**src/rtl/fifo_pkg.sv**
```systemverilog
// Shared types and helpers for the parametrised synchronous FIFO.
// Read mode is selected with FIFO_FWFT_EN (defined: first-word-fall-through).
package fifo_pkg;

  localparam int FIFO_WIDTH_DEF = 16;
  localparam int FIFO_DEPTH_DEF = 8;

  typedef enum logic [1:0] {
    OP_IDLE = 2'd0,
    OP_WR   = 2'd1,
    OP_RD   = 2'd2,
    OP_WRRD = 2'd3
  } fifo_op_e;

  // Explicit wrap so non-power-of-two depths never rely on binary overflow
  function automatic int unsigned next_ptr(
    input int unsigned ptr,
    input int unsigned depth
  );
    return (ptr >= depth - 1) ? 0 : ptr + 1;
  endfunction

endpackage

```
**src/rtl/fifo_mem.sv**
```systemverilog
// Storage array for fifo_sync_param: one write port, one read address.
// FIFO_FWFT_EN selects a combinational read path instead of a registered one.
module fifo_mem #(
  parameter int WIDTH = 16,
  parameter int DEPTH = 8,
  parameter int AW    = 3
) (
  input  logic             clk,
`ifndef FIFO_FWFT_EN
  input  logic             rst_n,
  input  logic             rd_en,
`endif
  input  logic             wr_en,
  input  logic [AW-1:0]    wr_addr,
  input  logic [WIDTH-1:0] wr_data,
  input  logic [AW-1:0]    rd_addr,
  output logic [WIDTH-1:0] rd_data
);

  logic [WIDTH-1:0] mem [DEPTH];

  // Contents are intentionally not reset
  always_ff @(posedge clk) begin
    if (wr_en) mem[wr_addr] <= wr_data;
  end

`ifdef FIFO_FWFT_EN
  assign rd_data = mem[rd_addr];
`else
  always_ff @(posedge clk or negedge rst_n) begin
    if (!rst_n) begin
      rd_data <= '0;
    end else if (rd_en) begin
      rd_data <= mem[rd_addr];
    end
  end
`endif

endmodule

```
**src/rtl/fifo_sync_param.sv**
```systemverilog
// Parametrised single-clock FIFO with programmable almost-full/empty flags.
// Define FIFO_FWFT_EN for first-word-fall-through reads.
module fifo_sync_param
  import fifo_pkg::*;
#(
  parameter int FIFO_WIDTH = FIFO_WIDTH_DEF,
  parameter int FIFO_DEPTH = FIFO_DEPTH_DEF,
  parameter int CNT_W      = $clog2(FIFO_DEPTH + 1)
) (
  input  logic                  clk,
  input  logic                  rst_n,
  input  logic [FIFO_WIDTH-1:0] data_in,
  input  logic                  wr_en,
  input  logic                  rd_en,
  input  logic [CNT_W-1:0]      af_thresh,
  input  logic [CNT_W-1:0]      ae_thresh,
  output logic [FIFO_WIDTH-1:0] data_out,
  output logic                  wr_ack,
  output logic                  overflow,
  output logic                  underflow,
  output logic                  full,
  output logic                  empty,
  output logic                  almostfull,
  output logic                  almostempty,
  output logic [CNT_W-1:0]      count
);

  localparam int PTR_W = $clog2(FIFO_DEPTH);

  logic [PTR_W-1:0] wr_ptr;
  logic [PTR_W-1:0] rd_ptr;
  logic             wr_ok;
  logic             rd_ok;
  fifo_op_e         op;

  assign full        = (count == CNT_W'(FIFO_DEPTH));
  assign empty       = (count == '0);
  assign almostfull  = (count >= af_thresh);
  assign almostempty = (count <= ae_thresh);

  assign wr_ok = wr_en && !full;
  assign rd_ok = rd_en && !empty;

  always_comb begin
    op = OP_IDLE;
    case ({wr_ok, rd_ok})
      2'b10:   op = OP_WR;
      2'b01:   op = OP_RD;
      2'b11:   op = OP_WRRD;
      default: op = OP_IDLE;
    endcase
  end

  always_ff @(posedge clk or negedge rst_n) begin
    if (!rst_n) begin
      wr_ptr    <= '0;
      rd_ptr    <= '0;
      count     <= '0;
      wr_ack    <= 1'b0;
      overflow  <= 1'b0;
      underflow <= 1'b0;
    end else begin
      wr_ack    <= wr_ok;
      overflow  <= wr_en && full;
      underflow <= rd_en && empty;
      if (wr_ok)
        wr_ptr <= PTR_W'(next_ptr(32'(wr_ptr), FIFO_DEPTH));
      if (rd_ok)
        rd_ptr <= PTR_W'(next_ptr(32'(rd_ptr), FIFO_DEPTH));
      case (op)
        OP_WR:   count <= count + CNT_W'(1);
        OP_RD:   count <= count - CNT_W'(1);
        default: count <= count;
      endcase
    end
  end

  fifo_mem #(
    .WIDTH (FIFO_WIDTH),
    .DEPTH (FIFO_DEPTH),
    .AW    (PTR_W)
  ) u_mem (
    .clk     (clk),
`ifndef FIFO_FWFT_EN
    .rst_n   (rst_n),
    .rd_en   (rd_ok),
`endif
    .wr_en   (wr_ok),
    .wr_addr (wr_ptr),
    .wr_data (data_in),
    .rd_addr (rd_ptr),
    .rd_data (data_out)
  );

endmodule

```
**config.mk**
```make
export PLATFORM = sky130hd
export DESIGN_NAME = fifo_sync_param
export DESIGN_NICKNAME = d
export VERILOG_FILES = /design/src/rtl/fifo_pkg.sv /design/src/rtl/fifo_mem.sv /design/src/rtl/fifo_sync_param.sv
export SDC_FILE = /design/constraint.sdc
export NUM_CORES = 1
export LEC_CHECK = 0
export ABC_AREA = 1
export BUFFER_PORTS_ARGS = -buffer_cell sky130_fd_sc_hd__clkbuf_2
export CORE_MARGIN = 3
export CORE_UTILIZATION = 64
export CTS_CLUSTER_SIZE = 16
export DETAILED_ROUTE_END_ITERATION = 7
export GPL_TIMING_DRIVEN = 0
export HOLD_SLACK_MARGIN = 0.03
export PLACE_DENSITY = 0.9
export SYNTH_ARGS = -nofsm -noshare
export SYNTH_HDL_FRONTEND = slang
export SYNTH_SLANG_ARGS = --single-unit
```
**constraint.sdc**
```tcl
create_clock -name clk -period 5 [get_ports clk]
set_clock_uncertainty 0.05 [all_clocks]
set_input_delay 1 -clock clk [delete_from_list [all_inputs] [get_ports clk]]
set_output_delay 1 -clock clk [all_outputs]
set_load 0.005 [all_outputs]
```
# After elaboration in Yosys (flattened, before gate mapping)
# Memories as Yosys holds them, arrays and structs flattened. A register that Yosys moved wholly into a read port is not among the register bits.
# Cells that the tools add are included.
# Widths: inputs -> output; s select.
[classes]
addsub = 4
order_cmp = 4
n_eq_ne = 6
n_mux = 6
n_reduce_logical = 9
[ops]
columns = ["operator", "count"]
rows = [
  ["$pmux 4 s2", 1],
  ["$add 3x1->3 const B", 2],
  ["$eq 2x2->1 const B", 3],
  ["$ge 3x3->1 const B", 2],
  ["$mux 3", 2],
  ["$pmux 2 s3", 1],
  ["$add 4x1->4 const B", 1],
  ["$eq 2x1->1 const B", 2],
  ["$eq 4x4->1 const B", 1],
  ["$ge 4x4->1", 1],
  ["$le 4x4->1", 1],
  ["$logic_and 1x1->1", 4],
  ["$logic_not 4->1", 1],
  ["$sub 4x1->4 const B", 1],
  ["$logic_not 1->1", 3],
  ["$mux 1", 2],
  ["$reduce_bool 2->1", 1],
]
[word_totals]
register_bits = 13
mem_bits_rw = 128
in_bits = 28
output_inout_bits = 27
word_cells = 36
memories = 1
[memory_table]
columns = ["memory", "words", "width", "rd", "rd_clocked_by_memory_dff", "write_ports", "line_no", "source"]
rows = [
  ["u_mem.mem", 8, 16, 1, 1, 1, "fifo_mem.sv:20", "logic [WIDTH-1:0] mem [DEPTH];"],
]

# Longest topological paths before layout
# Gate-level depths: netlist (run 1).
[logic_depth]
word_depth = 7
mapped_depth = 14
mapped_depth_nobuf = 13

# Cells and area by module
# From an unflattened synthesis (run 1), not the netlist that was laid out.
[unflattened]
hier_cells = 685
area_unflattened_um2 = 6957.9
[by_module_without_submodules]
columns = ["mod", "n_inst", "cells_each", "area_each_um2", "seq_area_each_um2"]
rows = [
  ["fifo_mem", 1, 575, 6045.8, 4244.1],
  ["fifo_sync_param", 1, 110, 912.1, 325.3],
]

# Least setup slack after synthesis (run 1)
# OpenSTA, ideal clock, no wires.
[synth_path]
kind = "input to register"
from = "in wr_en"
to = "mem u_mem.mem[6][0] (enable)"
setup_time_ns = 0.409
t_arrival_ns = 2.385
required_time_ns = 4.541
path_slack_ns = 2.156
path_stages = 4
path_buffers = 0
cell_sequence = "nand2_2 inv_2 nand2_1 nor3_1"
[synth_via]
elab_chain_cells = 3
[synth_rtl]
columns = ["element", "line_no", "source"]
rows = [
  ["from (decl)", "fifo_sync_param.sv:13", "input logic wr_en,"],
  ["$logic_and 1x1->1", "fifo_sync_param.sv:41", "assign wr_ok = wr_en && !full;"],
  ["named net u_mem.wr_en", "fifo_mem.sv:13", "input logic wr_en,"],
  ["$mux 1", "fifo_mem.sv:24", "if (wr_en) mem[wr_addr] <= wr_data;"],
  ["$mux 1 (implied by the code)", "fifo_mem.sv:24", ""],
  ["to (decl)", "fifo_mem.sv:20", ""],
]
# The timed path passes the listed nets, and every way through them passes these cells.

# Final worst setup path (run 1)
[layout_path]
from = "in ae_thresh[1]"
to = "out almostempty"
[layout_via]
elab_chain_cells = 1
[layout_rtl]
columns = ["element", "line_no", "source"]
rows = [
  ["from (decl)", "fifo_sync_param.sv:16", "input logic [CNT_W-1:0] ae_thresh,"],
  ["$le 4x4->1", "fifo_sync_param.sv:39", "assign almostempty = (count <= ae_thresh);"],
  ["to (decl)", "fifo_sync_param.sv:24", "output logic almostempty,"],
]
# No other way between the ends.

==> flow_summary.yaml, run 1 <==
yosys:
  synth_top_area_share: 0.5839
  async_reset_ff_frac: 0.1847
  synth.avg_cell_area_um2: 11.51
  ys_top_cells_by_count: "nor2_1 (142), edfxtp_1 (128), nand3_1 (59), nand2_1 (55), o21ai_0 (52)"
  synth_area_um2: 6583
  yosys_register_bits: 157
  syn-num-nets: 615
  synth-seq-area-share: 0.6942
  synth_most_common_cell: "nor2_1"
  synth_edf_count: 128
  synth_area_leaders: "edfxtp_1 (58%), dfrtp_1 (11%), nor2_1 (8.1%)"
  syn_inst: 572
  synth_cell_types: 29
  synth_ff_type: "edfxtp_1"
  yosysWarnings: 0
  yosys.area.top_type: "edfxtp_1"
clock_network:
  post_cts_resized: 0
  h-tree-depth: 4
  postCtsHoldBufs: 0
  postCtsSetupBuffers: 0
  cts_buffers: 17
  clk_path_buf_depth: 2
  clk_pin_slew_ns: 0.06
  cts-root-buf: "clkbuf_8"
  cts_tree: "yes"
  clock-sinks: 157
  clock_latency_ns: 0.54
critical_path:
  crit_chain: "clkbuf_2, inv_1, ha_1, a21oi_1, o21ai_0, o21ai_0, clkbuf_2"
  start_kind: "input port"
  worst-r2r-cell-count: 7
  criticalPathCategory: "in -> out"
  r2r-end: "u_mem.mem[6][14]"
  cp_slowest_cell: "ha_1"
  cp_data_arrival_time_ns: 1.93
  path_max_fanout: 2
  critPathCaptureType: "output pin"
  crit_family: "compound AO/OA/AOI/OAI gates"
  worstReg2RegStart: "count[2]"
  r2r_slack_ns: 2.46
  crit_path_max_incr_delay_ns: 0.30
  critPathBufInv: 3
  critPathRequiredTime_ns: 3.95
grt:
  antenna_found_initial: 0
  grt_start_max_net_pins: 30
  grt_pass1_wl_um: 27000
  grt_pass1_vias: 4909
  grt-ovfl-total: 0
  gr-usage-all-layers: 0.3247
final_layout:
  nNetsFinal: 696
  multi_input_area_um2: 1712
  area_growth_pct: 16.63
  postLayoutCellArea_um2: 7677
  fillers: 517
  stdcell_count: 799
  seq_area_um2: 4569
  drive_gt1_frac: 0.1937
  n_antenna_cell: 0
sta:
  max_slew_margin: 0.3900
  rsz0062_at_grt: "no"
  fin_crit_sh: 0.5959
  fin_setup_tns_ns: 0
  slew_viol_final: 0
  hold_viol_final: 0
  layout_min_cycle_time_ns: 2.980
  timing.final.ws_setup_ns: 2.020
  max_slew.worst_pin.slew_ns: 0.9101
  setup_viol: 0
  max_freq_mhz: 335.6
job:
  cap_violations: 0
run_status:
  status: "finished clean"
die:
  dieHeight_um: 107.4
  ios: 55
  core_um2: 9864
  start_util: 0.6673
  num_rows: 36
  die_x_um: 107.4
  die_area_um2: 11540
detailed_routing:
  drcViolationCount: 0
  routedWlPerCell_um: 22.40
  firstDrtPassIters: 5
  postRouteAntennaNets: 0
  vias_per_cell: 6.348
  num_vias: 5072
  wl_um: 17900
  first_iter_violations: 887
place:
  pre_cts_ws_ns: 2.032
  place_congestion: 0.8281
  io_buffers: 54
  dp_cells: 767
  postPlaceCellArea_um2: 7154
  place_hpwl_um: 10660
power_and_ir_drop:
  powerDensity_nw_per_um2: 616.9
  vdd_ir_drop_max_mv: 0.4119
  p_leak_nw: 3.086
  power_mw: 4.736
min_path:
  min_from: "u_mem.rd_data[9]"
  hold_end: "u_mem.rd_data[9]"
  min_path_cells: 2
  hold_path_class: "reg -> reg"
-- flip-flops by register name, summed over array words and instances, names as in the netlist --
signal	count
count	4
overflow	1
rd_ptr	3
u_mem.mem	128
u_mem.rd_data	16
underflow	1
wr_ack	1
wr_ptr	3
-- worst max-delay path by stage --
stage                       from              end  depth (start not counted)
finish              ae_thresh[1]      almostempty                          7
CTS                 ae_thresh[1]      almostempty                          7
global route        ae_thresh[1]      almostempty                          7
floorplan                  wr_en  u_mem.mem[6][0]                          4
detailed placement  ae_thresh[1]      almostempty                          7
global placement           wr_en  u_mem.mem[6][9]                          5
-- worst register-to-register path: cells and delay by family, from the launching register on --
kind | cells | cell delay [ns]
flip-flops | 1 | 0.45
buffers and inverters | 3 | 0.52
AND/OR/NAND/NOR | 4 | 1.22
-- final cells by class --
| cell class | instances | share of cell area |
|---|---|---|
| plain buffers | 27 | 0.02754 |
| clock buffers | 19 | 0.05492 |
| clock inverters | 13 | 0.01320 |
| inverters | 30 | 0.01467 |
| multi-input cells | 358 | 0.2229 |
| flip-flops and latches | 157 | 0.5952 |
| well taps | 133 | 0.02168 |
| repair buffers | 62 | 0.04987 |
-- cell usage in the layout, fill, tap and decap left out, types with 5 or more instances in the layout --
cell type / instances
edfxtp_1: 128
buf_2: 5
nand3_1: 59
nor2_1: 135
o21ai_1: 18
nand2_1: 55
clkbuf_1: 5
buf_8: 6
nor2_2: 8
ha_1: 15
buf_4: 5
buf_6: 13
o21ai_0: 52
clkbuf_16: 16
clkinv_2: 5
clkbuf_2: 56
a21oi_1: 5
inv_1: 25
dfrtp_1: 29
-- layer usage --
layer  vias to the layer above  track usage  share of wire
li1                       2131            -              -
met1                      2373       0.4140           0.34
met2                       471       0.5206           0.47
met3                        97      0.07858           0.13
met4                         0       0.1704          0.050
met5                         -            0              0
-- kinds of logic (layout without fill, tap and decap cells) --
| kind of cell | Yosys count | in the layout | synth area share |
|---|---|---|---|
| flip-flops | 157 | 157 | 0.6942 |
| AND/OR/NAND/NOR | 262 | 262 | 0.1640 |
| XOR/XNOR | 2 | 2 | 0.002662 |
| buffers and inverters | 57 | 151 | 0.04923 |
| adder cells (fa/ha/maj) | 15 | 15 | 0.02851 |
| AO/OA/AOI/OAI | 79 | 79 | 0.06140 |
-- report_power, final --
group | total [mW] | switching (mW) | internal [mW]
Combinational | 1.76 | 1.17 | 0.591
Sequential | 1.82 | 0.137 | 1.68
Clock | 1.16 | 0.505 | 0.651
Total | 4.74 | 1.81 | 2.92
-- through the flow --
stage | hold WS, ns | utilization
after floorplan | 0.4226 | -
after global placement | 0.4119 | 0.7116
after detailed placement | 0.4204 | 0.7253
after CTS | 0.4367 | 0.7783
after global routing | 0.4553 | 0.7783
final | 0.4377 | 0.7783
No activity file was read; power rests on OpenSTA's default activity.
==> inputs of run 2 (changes only) <==
- CORE_UTILIZATION: 64 -> 59
- PLACE_DENSITY: 0.9 -> 0.84
- clock period: 5 -> 3.1 ns (I/O delays scaled with it)
==> run 2 against run 1 <==
Final cell count increased by 0.38%. Largest power group unchanged. Sequential power is 60% higher. Routed wire length decreased by 5.2%. Largest cell class unchanged.
==> flow_summary.yaml, run 2 (synthesis results as in run 1) <==
run_status:
  status: "finished clean"
grt:
  grt_pass1_wl_um: 26010
  grt_pass1_vias: 4975
  antenna_found_initial: 0
  gr-usage-all-layers: 0.2760
  grt_start_max_net_pins: 30
  grt-ovfl-total: 0
die:
  core_um2: 10600
  dieHeight_um: 111.6
  die_x_um: 111.6
  ios: 55
  die_area_um2: 12460
  start_util: 0.6209
  num_rows: 37
clock_network:
  postCtsSetupBuffers: 0
  clock-sinks: 157
  clk_pin_slew_ns: 0.06
  cts-root-buf: "clkbuf_8"
  post_cts_resized: 0
  h-tree-depth: 4
  cts_tree: "yes"
  postCtsHoldBufs: 0
  cts_buffers: 17
  clock_latency_ns: 0.52
  clk_path_buf_depth: 2
final_layout:
  largest_register_ffs: 128
  n_antenna_cell: 0
  nNetsFinal: 696
  top_regs: "u_mem.mem: 128 flops, u_mem.rd_data: 16 flops, count: 4 flops"
  top_register: "u_mem.mem"
  drive_gt1_frac: 0.1892
  layout_common_cells: "nor2_1 (135), edfxtp_1 (128), nand3_1 (59), clkbuf_2 (56), nand2_1 (55)"
  layout_commonest_cell: "nor2_1"
  area_growth_pct: 18.36
job:
  cap_violations: 0
critical_path:
  critPathRequiredTime_ns: 3.27
  critPathBufInv: 3
  crit_chain: "inv_1, nand3_1, nand2_2, inv_2, nand2_1, nor3_2, buf_6"
  crit_family: "simple AND/OR/NAND/NOR gates"
  path_max_fanout: 9
  crit_cells: 7
  start_kind: "register"
  critPathCaptureType: "register"
  criticalPathCategory: "reg -> reg"
  crit_path_max_incr_delay_ns: 0.71
  cp_slowest_cell: "nor3_2"
  worst-r2r-cell-count: 7
  cp_data_arrival_time_ns: 2.70
place:
  io_buffers: 54
  place_congestion: 0.8412
  place_hpwl_um: 10440
sta:
  slew_viol_final: 0
  holdWs_ns: 0.1208
  hold_viol_final: 0
  rsz0062_at_grt: "no"
  layout_min_cycle_time_ns: 2.527
  setup_viol: 0
  max_slew.worst_pin.slew_ns: 0.9024
  max_freq_mhz: 395.7
  max_slew_margin: 0.3951
  fin_crit_sh: 0.8152
  fin_setup_tns_ns: 0
power_and_ir_drop:
  power_mw: 7.854
  powerDensity_nw_per_um2: 1008
  seq_power_share: 0.372
  pwr-share-comb: 0.351
  p_leak_nw: 3.144
  swShare: 0.3541
  switchingPower_mw: 2.781
  p_int_mw: 5.072
  clkPwrFrac: 0.276
  vdd_ir_drop_max_mv: 0.6922
detailed_routing:
  routedWlPerCell_um: 21.15
  wl_um: 16960
  vias_per_cell: 6.051
  postRouteAntennaNets: 0
  num_vias: 4853
  first_iter_violations: 669
  firstDrtPassIters: 6
  drcViolationCount: 0
min_path:
  hold_path_class: "in -> async"
==> run 2: cell types whose count changed in the layout (fill, tap and decap cells not counted), sizes merged <==
cell      before  now
clkinvlp       4    0
clkinv         9    3
clkbuf        78   85
bufinv         1    4
==> run 2: cell type report <==
| type | instances | area [um2] |
|---|---|---|
| clock buffer | 26 | 490.5 |
| fill | 681 | 2810 |
| inverter | 30 | 112.6 |
| sequential | 157 | 4569 |
| multi-input combinational | 358 | 1712 |
| tap | 136 | 170.2 |
| buffer | 27 | 211.5 |
| clock inverter | 6 | 130.1 |
| timing repair buffer | 62 | 395.4 |
==> run 2: final timing paths <==
check,start,endpoint,slack [ns]
setup / recovery,count[2],u_mem.mem[6][6],0.57
hold / removal,rst_n,rd_ptr[0],0.12
setup reg to reg,count[2],u_mem.mem[6][6],0.57
hold reg to reg,u_mem.rd_data[9],u_mem.rd_data[9],0.43
max in group asynchronous,rst_n,u_mem.rd_data[3],2.38
min in group clk,wr_en,overflow,0.28
==> run 2: power by group through the flow <==
stage               clock network (mW)  registers [mW]  logic, mW
global placement                     0            2.94       2.39
finish                            2.17            2.92       2.76
CTS                               2.18            2.92       2.72
floorplan                            0            2.92       1.66
global route                      2.27            2.96       3.00
detailed placement                   0            2.95       2.64
==> run 2: worst register-to-register path, cell delays in order, from the launching register on <==
cell and delay, ns:
dfrtp_1 0.46, inv_1 0.14, nand3_1 0.16, nand2_2 0.15, inv_2 0.13, nand2_1 0.15, nor3_2 0.71, buf_6 0.27
==> run 2: per-stage QoR <==
stage          worst slack, ns    util  area, um2  instances
2_1_floorplan           0.5954       -       6583        572
3_3_place_gp           -0.4255  0.6625       7023        762
3_5_place_dp            0.5959  0.6764       7171        770
4_1_cts                 0.5722  0.7349       7791        802
5_1_grt                 0.4289  0.7349       7791        802
6_report                0.5730  0.7349       7791        802
==> run 2: layer usage <==
metal / track usage / share of wire
met5: 0 / 0
met4: 0.1484 / 0.040
met3: 0.06141 / 0.11
met2: 0.4512 / 0.49
met1: 0.3447 / 0.35
